**src/rtl/ps2_key_event_queue_pkg.sv**
```systemverilog
// Shared definitions for the PS/2 key event queue: prefixes, register map, event word, decoder states.
// Latency: none (types and constants only).
// Backpressure: not applicable.
package ps2_pkg;
   localparam logic [7:0]  PS2_PREFIX_EXT = 8'hE0;
   localparam logic [7:0]  PS2_PREFIX_BRK = 8'hF0;
   localparam logic [31:0] KB_DATA_ADDR   = 32'hFFFF0000;
   localparam logic [31:0] KB_STAT_ADDR   = 32'hFFFF0004;

   // One decoded key event: break flag, extended flag, raw scan code.
   typedef struct packed {
      logic       brk;
      logic       ext;
      logic [7:0] code;
   } kb_event_t;

   localparam int KB_EVENT_W = $bits(kb_event_t);

   typedef enum logic [1:0] {IDLE, EXT, BRK, EXT_BRK} kb_dec_state_t;
endpackage

```
**src/rtl/ps2_key_event_queue_fifo.sv**
```systemverilog
// Generic synchronous FIFO with push/pop, full/empty and occupancy count.
// Latency: a push is visible at head/count on the next edge; head is combinational from storage.
// Backpressure: a push while full is accepted only when a pop in the same cycle frees a slot; otherwise it is ignored.
module kb_event_fifo #(
   parameter int DEPTH = 8,
   parameter int WIDTH = 10
) (
   input  logic                     clk,
   input  logic                     reset,
   input  logic                     push,
   input  logic [WIDTH-1:0]         push_data,
   input  logic                     pop,
   output logic [WIDTH-1:0]         head,
   output logic                     full,
   output logic                     empty,
   output logic [$clog2(DEPTH):0]   count
);
   localparam int AW = (DEPTH > 1) ? $clog2(DEPTH) : 1;
   localparam int CW = $clog2(DEPTH) + 1;

   logic [WIDTH-1:0] mem [DEPTH];
   logic [AW-1:0]    wr_ptr;
   logic [AW-1:0]    rd_ptr;
   logic             do_push;
   logic             do_pop;

   assign empty   = (count == '0);
   assign full    = (count == CW'(DEPTH));
   assign do_pop  = pop && !empty;
   // A pop frees a slot in the same cycle, so a full FIFO can still take a push alongside it.
   assign do_push = push && (!full || do_pop);
   assign head    = mem[rd_ptr];

   // Storage write; contents need no reset because count gates every read.
   always_ff @(posedge clk) begin
      if (do_push) mem[wr_ptr] <= push_data;
   end

   // Pointers wrap naturally since DEPTH is a power of two; count tracks net occupancy.
   always_ff @(posedge clk or posedge reset) begin
      if (reset) begin
         wr_ptr <= '0;
         rd_ptr <= '0;
         count  <= '0;
      end else begin
         if (do_push) wr_ptr <= wr_ptr + AW'(1);
         if (do_pop)  rd_ptr <= rd_ptr + AW'(1);
         if (do_push && !do_pop)      count <= count + CW'(1);
         else if (do_pop && !do_push) count <= count - CW'(1);
      end
   end
endmodule

```
**src/rtl/ps2_key_event_queue.sv**
```systemverilog
// PS/2 scan-code folder and memory-mapped event queue: E0/F0 prefixes fold into {brk, ext, code} events.
// Latency: completing byte in cycle N is queued (count, irq, leds) in N+1; reads return DataOut on the next edge.
// Backpressure: none upstream; pushes into a full queue are dropped and latch a sticky overflow flag.
module ps2_key_event_queue
   import ps2_pkg::*;
#(
   parameter int          DEPTH     = 8,
   parameter logic [31:0] DATA_ADDR = KB_DATA_ADDR,
   parameter logic [31:0] STAT_ADDR = KB_STAT_ADDR
) (
   input  logic        clk,
   input  logic        reset,
   input  logic        byte_valid,
   input  logic [7:0]  byte_data,
   input  logic        MemRead,
   input  logic [31:0] Address,
   output logic [31:0] DataOut,
   output logic        irq,
   output logic [7:0]  leds
);
   localparam int CW = $clog2(DEPTH) + 1;

   kb_dec_state_t   state;
   kb_event_t       ev;
   logic            ev_push;
   logic            is_prefix;

   kb_event_t       head;
   logic            full;
   logic            empty;
   logic [CW-1:0]   count;
   logic [6:0]      count7;

   logic            hit_data;
   logic            hit_stat;
   logic            hit_data_q;
   logic            hit_stat_q;
   logic            pop_req;
   logic            stat_req;
   logic            drop;
   logic            overflow;

   assign is_prefix = (byte_data == PS2_PREFIX_EXT) || (byte_data == PS2_PREFIX_BRK);

   // Build the event for a completing (non-prefix) byte from the flags the current state carries.
   always_comb begin
      ev.brk  = 1'b0;
      ev.ext  = 1'b0;
      ev.code = byte_data;
      ev_push = byte_valid && !is_prefix;
      unique case (state)
         EXT:     ev.ext = 1'b1;
         BRK:     ev.brk = 1'b1;
         EXT_BRK: begin
            ev.ext = 1'b1;
            ev.brk = 1'b1;
         end
         default: ;
      endcase
   end

   // Decoder FSM; leds follows every completed event, whether or not the queue had room.
   always_ff @(posedge clk or posedge reset) begin
      if (reset) begin
         state <= IDLE;
         leds  <= 8'h00;
      end else if (byte_valid) begin
         if (!is_prefix) leds <= byte_data;
         unique case (state)
            IDLE: begin
               if (byte_data == PS2_PREFIX_EXT)      state <= EXT;
               else if (byte_data == PS2_PREFIX_BRK) state <= BRK;
            end
            EXT: begin
               if (byte_data == PS2_PREFIX_BRK)      state <= EXT_BRK;
               else if (byte_data != PS2_PREFIX_EXT) state <= IDLE;
            end
            BRK: begin
               if (byte_data == PS2_PREFIX_EXT)      state <= EXT_BRK;
               else if (byte_data != PS2_PREFIX_BRK) state <= IDLE;
            end
            EXT_BRK: begin
               if (!is_prefix) state <= IDLE;
            end
            default: state <= IDLE;
         endcase
      end
   end

   kb_event_fifo #(
      .DEPTH (DEPTH),
      .WIDTH (KB_EVENT_W)
   ) u_fifo (
      .clk       (clk),
      .reset     (reset),
      .push      (ev_push),
      .push_data (ev),
      .pop       (pop_req),
      .head      (head),
      .full      (full),
      .empty     (empty),
      .count     (count)
   );

   assign count7   = 7'(count);
   assign irq      = !empty;
   assign hit_data = MemRead && (Address == DATA_ADDR);
   assign hit_stat = MemRead && (Address == STAT_ADDR);
   // Only the first cycle of a held load acts, so a multi-cycle load consumes one event.
   assign pop_req  = hit_data && !hit_data_q;
   assign stat_req = hit_stat && !hit_stat_q;
   assign drop     = ev_push && full && !(pop_req && !empty);

   // Read data register, hit edge detect and sticky overflow (a drop beats a status clear).
   always_ff @(posedge clk or posedge reset) begin
      if (reset) begin
         DataOut    <= 32'h0;
         hit_data_q <= 1'b0;
         hit_stat_q <= 1'b0;
         overflow   <= 1'b0;
      end else begin
         hit_data_q <= hit_data;
         hit_stat_q <= hit_stat;
         if (pop_req)                   DataOut <= empty ? 32'h0 : {1'b1, 21'b0, head};
         else if (stat_req)             DataOut <= {23'b0, overflow, 1'b0, count7};
         else if (!hit_data && !hit_stat) DataOut <= 32'h0;
         if (drop)          overflow <= 1'b1;
         else if (stat_req) overflow <= 1'b0;
      end
   end
endmodule

```
**config.mk**
```make
export PLATFORM = sky130hd
export DESIGN_NAME = ps2_key_event_queue
export DESIGN_NICKNAME = d
export VERILOG_FILES = /design/src/rtl/ps2_key_event_queue_pkg.sv /design/src/rtl/ps2_key_event_queue_fifo.sv /design/src/rtl/ps2_key_event_queue.sv
export SDC_FILE = /design/constraint.sdc
export NUM_CORES = 1
export LEC_CHECK = 0
export ABC_AREA = 1
export BUFFER_PORTS_ARGS = -buffer_cell sky130_fd_sc_hd__buf_2
export CAP_MARGIN = 10
export CORE_MARGIN = 3
export CORE_UTILIZATION = 55
export CTS_CLUSTER_SIZE = 10
export DETAILED_ROUTE_END_ITERATION = 10
export PLACE_DENSITY = 0.77
export SLEW_MARGIN = 30
export SYNTH_ARGS = -nofsm -noshare
export SYNTH_HDL_FRONTEND = slang
export SYNTH_HIERARCHICAL = 1
export SYNTH_SLANG_ARGS = --single-unit
export TNS_END_PERCENT = 1
```
**constraint.sdc**
```tcl
create_clock -name clk -period 3.25 [get_ports clk]
set_input_delay 0.8125 -clock clk [delete_from_list [all_inputs] [get_ports clk]]
set_output_delay 0.8125 -clock clk [all_outputs]
set_load 0.005 [all_outputs]
```
Word-level counts from Yosys, hierarchy flattened
Memories as Yosys holds them, arrays and structs flattened. Cells that the tools add are included.

Register bits after elaboration: 55. Bits in latches: 0. Memory bits (writable): 80. ROM bits: 0. Output and inout port bits: 41. Word-level logic and storage cells: 81. Memories kept: 1.

Memory list: u_fifo.mem (depth 8, bits a word 10, rd ports 1, clocked after Yosys merged registers in 0, wr ports 1, RTL line ps2_key_event_queue_fifo.sv:21) `logic [WIDTH-1:0] mem [DEPTH];`.

$add $sub $neg: 4. Multipliers: 0. Div/mod/pow operators: 0. Magnitude comparators: 0. Equality and inequality tests: 14. Shifts and indexed selects: 0. Muxes and demuxes: 20. Bitwise gates (word level): 1. Reductions and logical operators: 32.

Operators by type and width (count): $mux 32 (4); $eq 32x32->1 const B (2); $eq 8x8->1 const B (2); $ne 8x8->1 const B (2); $mux 2 (7); $logic_and 1x1->1 (12); $logic_not 1->1 (9); $ne 3x3->1 const B (3); $mux 4 (2); $pmux 2 s4 (1); $add 3x1->3 const B (2); $mux 1 (6); $reduce_and 5->1 (1); $add 4x1->4 const B (1); $eq 2x2->1 const B (2); $eq 4x4->1 const B (1); $logic_not 4->1 (1); $reduce_bool 2->1 (2); $reduce_or 2->1 (2); $sub 4x1->4 const B (1); $reduce_bool 3->1 (1); $eq 2x1->1 const B (1); $logic_not 2->1 (1); $logic_or 1x1->1 (2); other kinds (3) (3).

Longest topological paths before layout
Depth after elaboration: 10. Depth in mapped cells: 21.

By module
The synthesis kept the hierarchy.

Modules (own cells, without submodules): kb_event_fifo (times used 1, cells an instance 434, area an instance 4101.4 sq um); ps2_key_event_queue (times used 1, cells an instance 229, area an instance 1636.6 sq um).

Worst setup path before layout
No wires, ideal clock.

Path type: input to register. From: in Address[11]. To: reg u_fifo.count[3]. Library setup time: 0.117 ns. Arrival time: 2.957 ns. Data required time: 3.133 ns. Setup slack: 0.175 ns. Stages on the path: 20. Cells stage by stage: inv_1 nand2_1 nor2_1 nand2_1 nor2_4 nand3_2 nor2_2 buf_4 inv_1 nand4_1 nand2_2 inv_1 ha_1 inv_1 ha_1 or2_2 nand2_1 nand2_1 nand3_1 nand2_1.

Cells in the longest elaborated chain, start to end: 9. Elaborated cells on any way between the ends: 12.

Ends and longest elaborated chain: start: declaration (RTL line ps2_key_event_queue.sv:16) `input logic [31:0] Address,`; $eq 32x32->1 (*) (RTL line ps2_key_event_queue.sv:107) `assign hit_data = MemRead && (Address == DATA_ADDR);`; $logic_and 1x1->1 (*) (RTL line ps2_key_event_queue.sv:107); $logic_and 1x1->1 (*) (RTL line ps2_key_event_queue.sv:110) `assign pop_req = hit_data && !hit_data_q;`; via pop_req (RTL line ps2_key_event_queue.sv:38) `logic pop_req;`; $logic_and 1x1->1 (*) (RTL line ps2_key_event_queue_fifo.sv:29) `assign do_pop = pop && !empty;`; $logic_or 1x1->1 (*) (RTL line ps2_key_event_queue_fifo.sv:31) `assign do_push = push && (!full || do_pop);`; $logic_and 1x1->1 (*) (RTL line ps2_key_event_queue_fifo.sv:31); via u_fifo.do_push (RTL line ps2_key_event_queue_fifo.sv:24) `logic do_push;`; $logic_not 1->1 (RTL line ps2_key_event_queue_fifo.sv:49) `else if (do_pop && !do_push) count <= count - CW'(1);`; $logic_and 1x1->1 (RTL line ps2_key_event_queue_fifo.sv:49); $reduce_bool 2->1 (no source line); end signal: assignment (RTL line ps2_key_event_queue_fifo.sv:48) `if (do_push && !do_pop) count <= count + CW'(1);`; end signal: assignment (RTL line ps2_key_event_queue_fifo.sv:49); end: declaration (RTL line ps2_key_event_queue_fifo.sv:16) `output logic [$clog2(DEPTH):0] count`.

Mark *: on every way through the listed nets, which the timed path passes. The rest lies on a longest branch. A chain may end at the register's enable or synchronous reset.

Final worst setup path
From: in Address[8]. To: reg u_fifo.count[3].

Cells in the longest elaborated chain, start to end: 9. Elaborated cells on any way between the ends: 12.

Ends and longest elaborated chain (RTL line): $eq 32x32->1 (*) (ps2_key_event_queue.sv:107); $logic_and 1x1->1 (*) (ps2_key_event_queue.sv:107); $logic_and 1x1->1 (*) (ps2_key_event_queue.sv:110); $logic_and 1x1->1 (*) (ps2_key_event_queue_fifo.sv:29); $logic_or 1x1->1 (*) (ps2_key_event_queue_fifo.sv:31); $logic_and 1x1->1 (*) (ps2_key_event_queue_fifo.sv:31); via u_fifo.do_push (ps2_key_event_queue_fifo.sv:24); $logic_not 1->1 (ps2_key_event_queue_fifo.sv:49); $logic_and 1x1->1 (ps2_key_event_queue_fifo.sv:49); $reduce_bool 2->1 (no source line).

Marks and branches as above.

==> out/metrics.cfg <==
[status]
status=completed

[floorplan]
io-pin-count=85
die_x_um=108
core_area_um2=9950
chipHeight_um=108
start_util_pct=57.6
rows=36
die_area_um2=11700

[logic_synthesis]
synthSimpleGateAreaFrac_pct=27.3
synth_top_cell_by_area=edfxtp_1
synth.top_cell.area_share_pct=41.9
synth_compound_area_share_pct=1.83
synth_top_family_by_area=simple AND/OR/NAND/NOR gates
synth.avg_cell_area_um2=8.65
ys.flop_type=edfxtp_1
yosys_warnings=6
synth.distinct_cells=31
synth_edf_count=80
ys_seq_area_share_pct=56.7
synthAdderAreaFrac_pct=1.44
synth_cells=663
synthArstFlopShare_pct=29.8
ys_ff_latch=114
synth_area_um2=5740
synth.area.mux_share_pct=0
synth_area_leaders=edfxtp_1 (42%), dfrtp_1 (15%), nand2_1 (14%)
synth-xor-area-share_pct=0.763

[timing]
finalSetupViolCount=0
rsz0062_at_grt=no
max_freq_mhz=363
final_max_slew_viol_count=0
slew_headroom_pct=63.7
setup_ws_ns=0.495
worst_pin_slew_ns=0.543
fin_setup_tns_ns=0
hold_viol_final=0
post-route-period-util_pct=84.8
period_needed_ns=2.76
fin_worst_skew_ns=0.0107

[clock_network]
cts_sinks=114
cts-root-buf=clkbuf_8
clk_pin_slew_ns=0.05
cts_buffer_depth=2
post_cts_resize_count=0
cts_buffers=17
clkLatencyLatePin_ns=0.52
cts_hold_buf=0
cts_tree=done
post_cts.repair.setup_buffers=0
htree_levels=4

[pwr]
internal_power_mw=3.02
p_leak_nw=3.21
pwr-share-clk_pct=37.4
total_power_mw=4.18
switching_power_mw=1.16
pwr-share-comb_pct=16.2
ir_drop_v=0.000374
p_seq_share_pct=46.4
p_sw_share_pct=27.7
power_density_nw_per_um2=629

[worst_setup_path]
crit_path_start_kind=input port
cp-end-kind=flip-flop
worst_r2r_path_depth=12
cp_max_fo=4
cp.arrival_ns=3.16
cp.required_ns=3.65
criticalPathCategory=input port to flip-flop

[routing]
ant_nets=0
routed_wl_mm=12.7
route.detailed.drc=0
vias_per_cell=4.99
drtIter0Drc=336
routedWlPerCell_um=14.3
num_vias=4413
first_pass_iters=6

[finish]
final_common_cell=nand2_1
fin_util_pct=66.7
regArea_um2=3250
area_growth_pct=15.7
most-common-layout-cells=nand2_1 (215), nor2_1 (102), inv_1 (101)
num_antenna_cells=0
nets=789
drive_above_1_share_pct=16.6
multi_input_area_um2=1880
fin_area_um2=6640
nFillCells=758

[global_routing]
antenna_found_initial=0
grt_usage_pct=22.7
grt_first_pass_wirelength_mm=19.8
grt_start_max_net_pins=46
grt_pass1_vias=4160
overflow=0

[run]
drv_cap=0

[placement]
dp_slack_ns=0.00552
post-dp-hpwl_mm=8.32
port_buffers=63
gp_congestion=0.783
place_area_um2=6130

[hold_path]
holdCritPathClass=input port to asynchronous set/reset pin

-- synth_stat cells (4+ instances only) --
cell / count
inv_1: 102
nand3_1: 27
buf_2: 10
xnor2_1: 4
edfxtp_1: 80
ha_1: 5
nor3_1: 4
clkbuf_1: 4
nor2_1: 102
o21ai_0: 8
nand3_2: 6
buf_4: 23
nand4_1: 10
buf_6: 5
o21ai_2: 6
dfrtp_1: 34
nand2_1: 215
-- power groups by stage --
stage                     Sequential, mW  Combinational, mW  Clock (mW)
after floorplan                     1.90              0.483           0
after global placement              1.94              0.635           0
after detailed placement            1.96              0.665           0
after CTS                           1.93              0.675        1.58
after global routing                1.96              0.778        1.65
final                               1.94              0.677        1.56
-- sequential cells by signal, indices dropped and copies added, names as in the netlist --
name,cells
u_fifo/mem,80
DataOut,11
leds,8
u_fifo/count,4
u_fifo/rd_ptr,3
u_fifo/wr_ptr,3
state,2
hit_data_q,1
hit_stat_q,1
overflow,1
-- cell families after synthesis --
logic type / count (synthesis)
buffers and inverters: 146
AOI/OAI and AO/OA: 16
xor gates and xnor gates: 5
other: 1
adders and majority gates: 6
DFF: 114
and+or+nand+nor: 375
-- critical path, stage by stage --
cell and delay, ns:
buf_2 0.10, inv_1 0.06, nand2_1 0.05, nor2_1 0.10, nand2_1 0.09, nor2_4 0.17, nand3_2 0.10, nor2_2 0.19
inv_1 0.06, nand4_1 0.17, nand2_2 0.08, inv_1 0.08, ha_1 0.18, inv_1 0.09, ha_1 0.30, or2_2 0.31
nand2_1 0.07, nand2_1 0.05, nand3_1 0.06, nand2_1 0.05
-- through the flow --
| stage | cells | hold slack, ns |
|---|---|---|
| 5_1_grt | 885 | 0.301 |
| 6_report | 885 | 0.290 |
| 2_1_floorplan | 683 | 0.449 |
| 4_1_cts | 885 | 0.272 |
| 3_3_place_gp | 853 | 0.464 |
| 3_5_place_dp | 853 | 0.467 |
-- path summary, 6_finish.rpt --
check | start | to | slack [ns]
worst max register to register | u_fifo/count[0] | u_fifo/count[3] | 0.98
worst min register to register | leds[2] | leds[2] | 0.48
worst max-delay path | Address[8] | u_fifo/count[3] | 0.49
max in group asynchronous | reset | hit_stat_q | 2.53
worst min-delay path | reset | u_fifo/wr_ptr[2] | 0.29
min in group clk | leds[2] | leds[2] | 0.48
-- per-layer routing --
metal	routed length (µm)	up-vias	GRT usage [%]
met5	0	-	0
met4	252	0	9.38
met3	1010	29	5.61
met2	6420	196	40.2
met1	4990	2020	26.3
li1	-	2168	-
-- final cells by class --
type,instances,share of cell area (%)
Timing Repair Buffer,79,6.75
Tap cell,133,2.51
Sequential cell,114,49.0
Inverter,104,5.88
Multi-Input combinational cell,423,28.3
Clock buffer,23,6.58
Clock inverter,9,0.980
No activity file was read; power rests on OpenSTA's default activity.
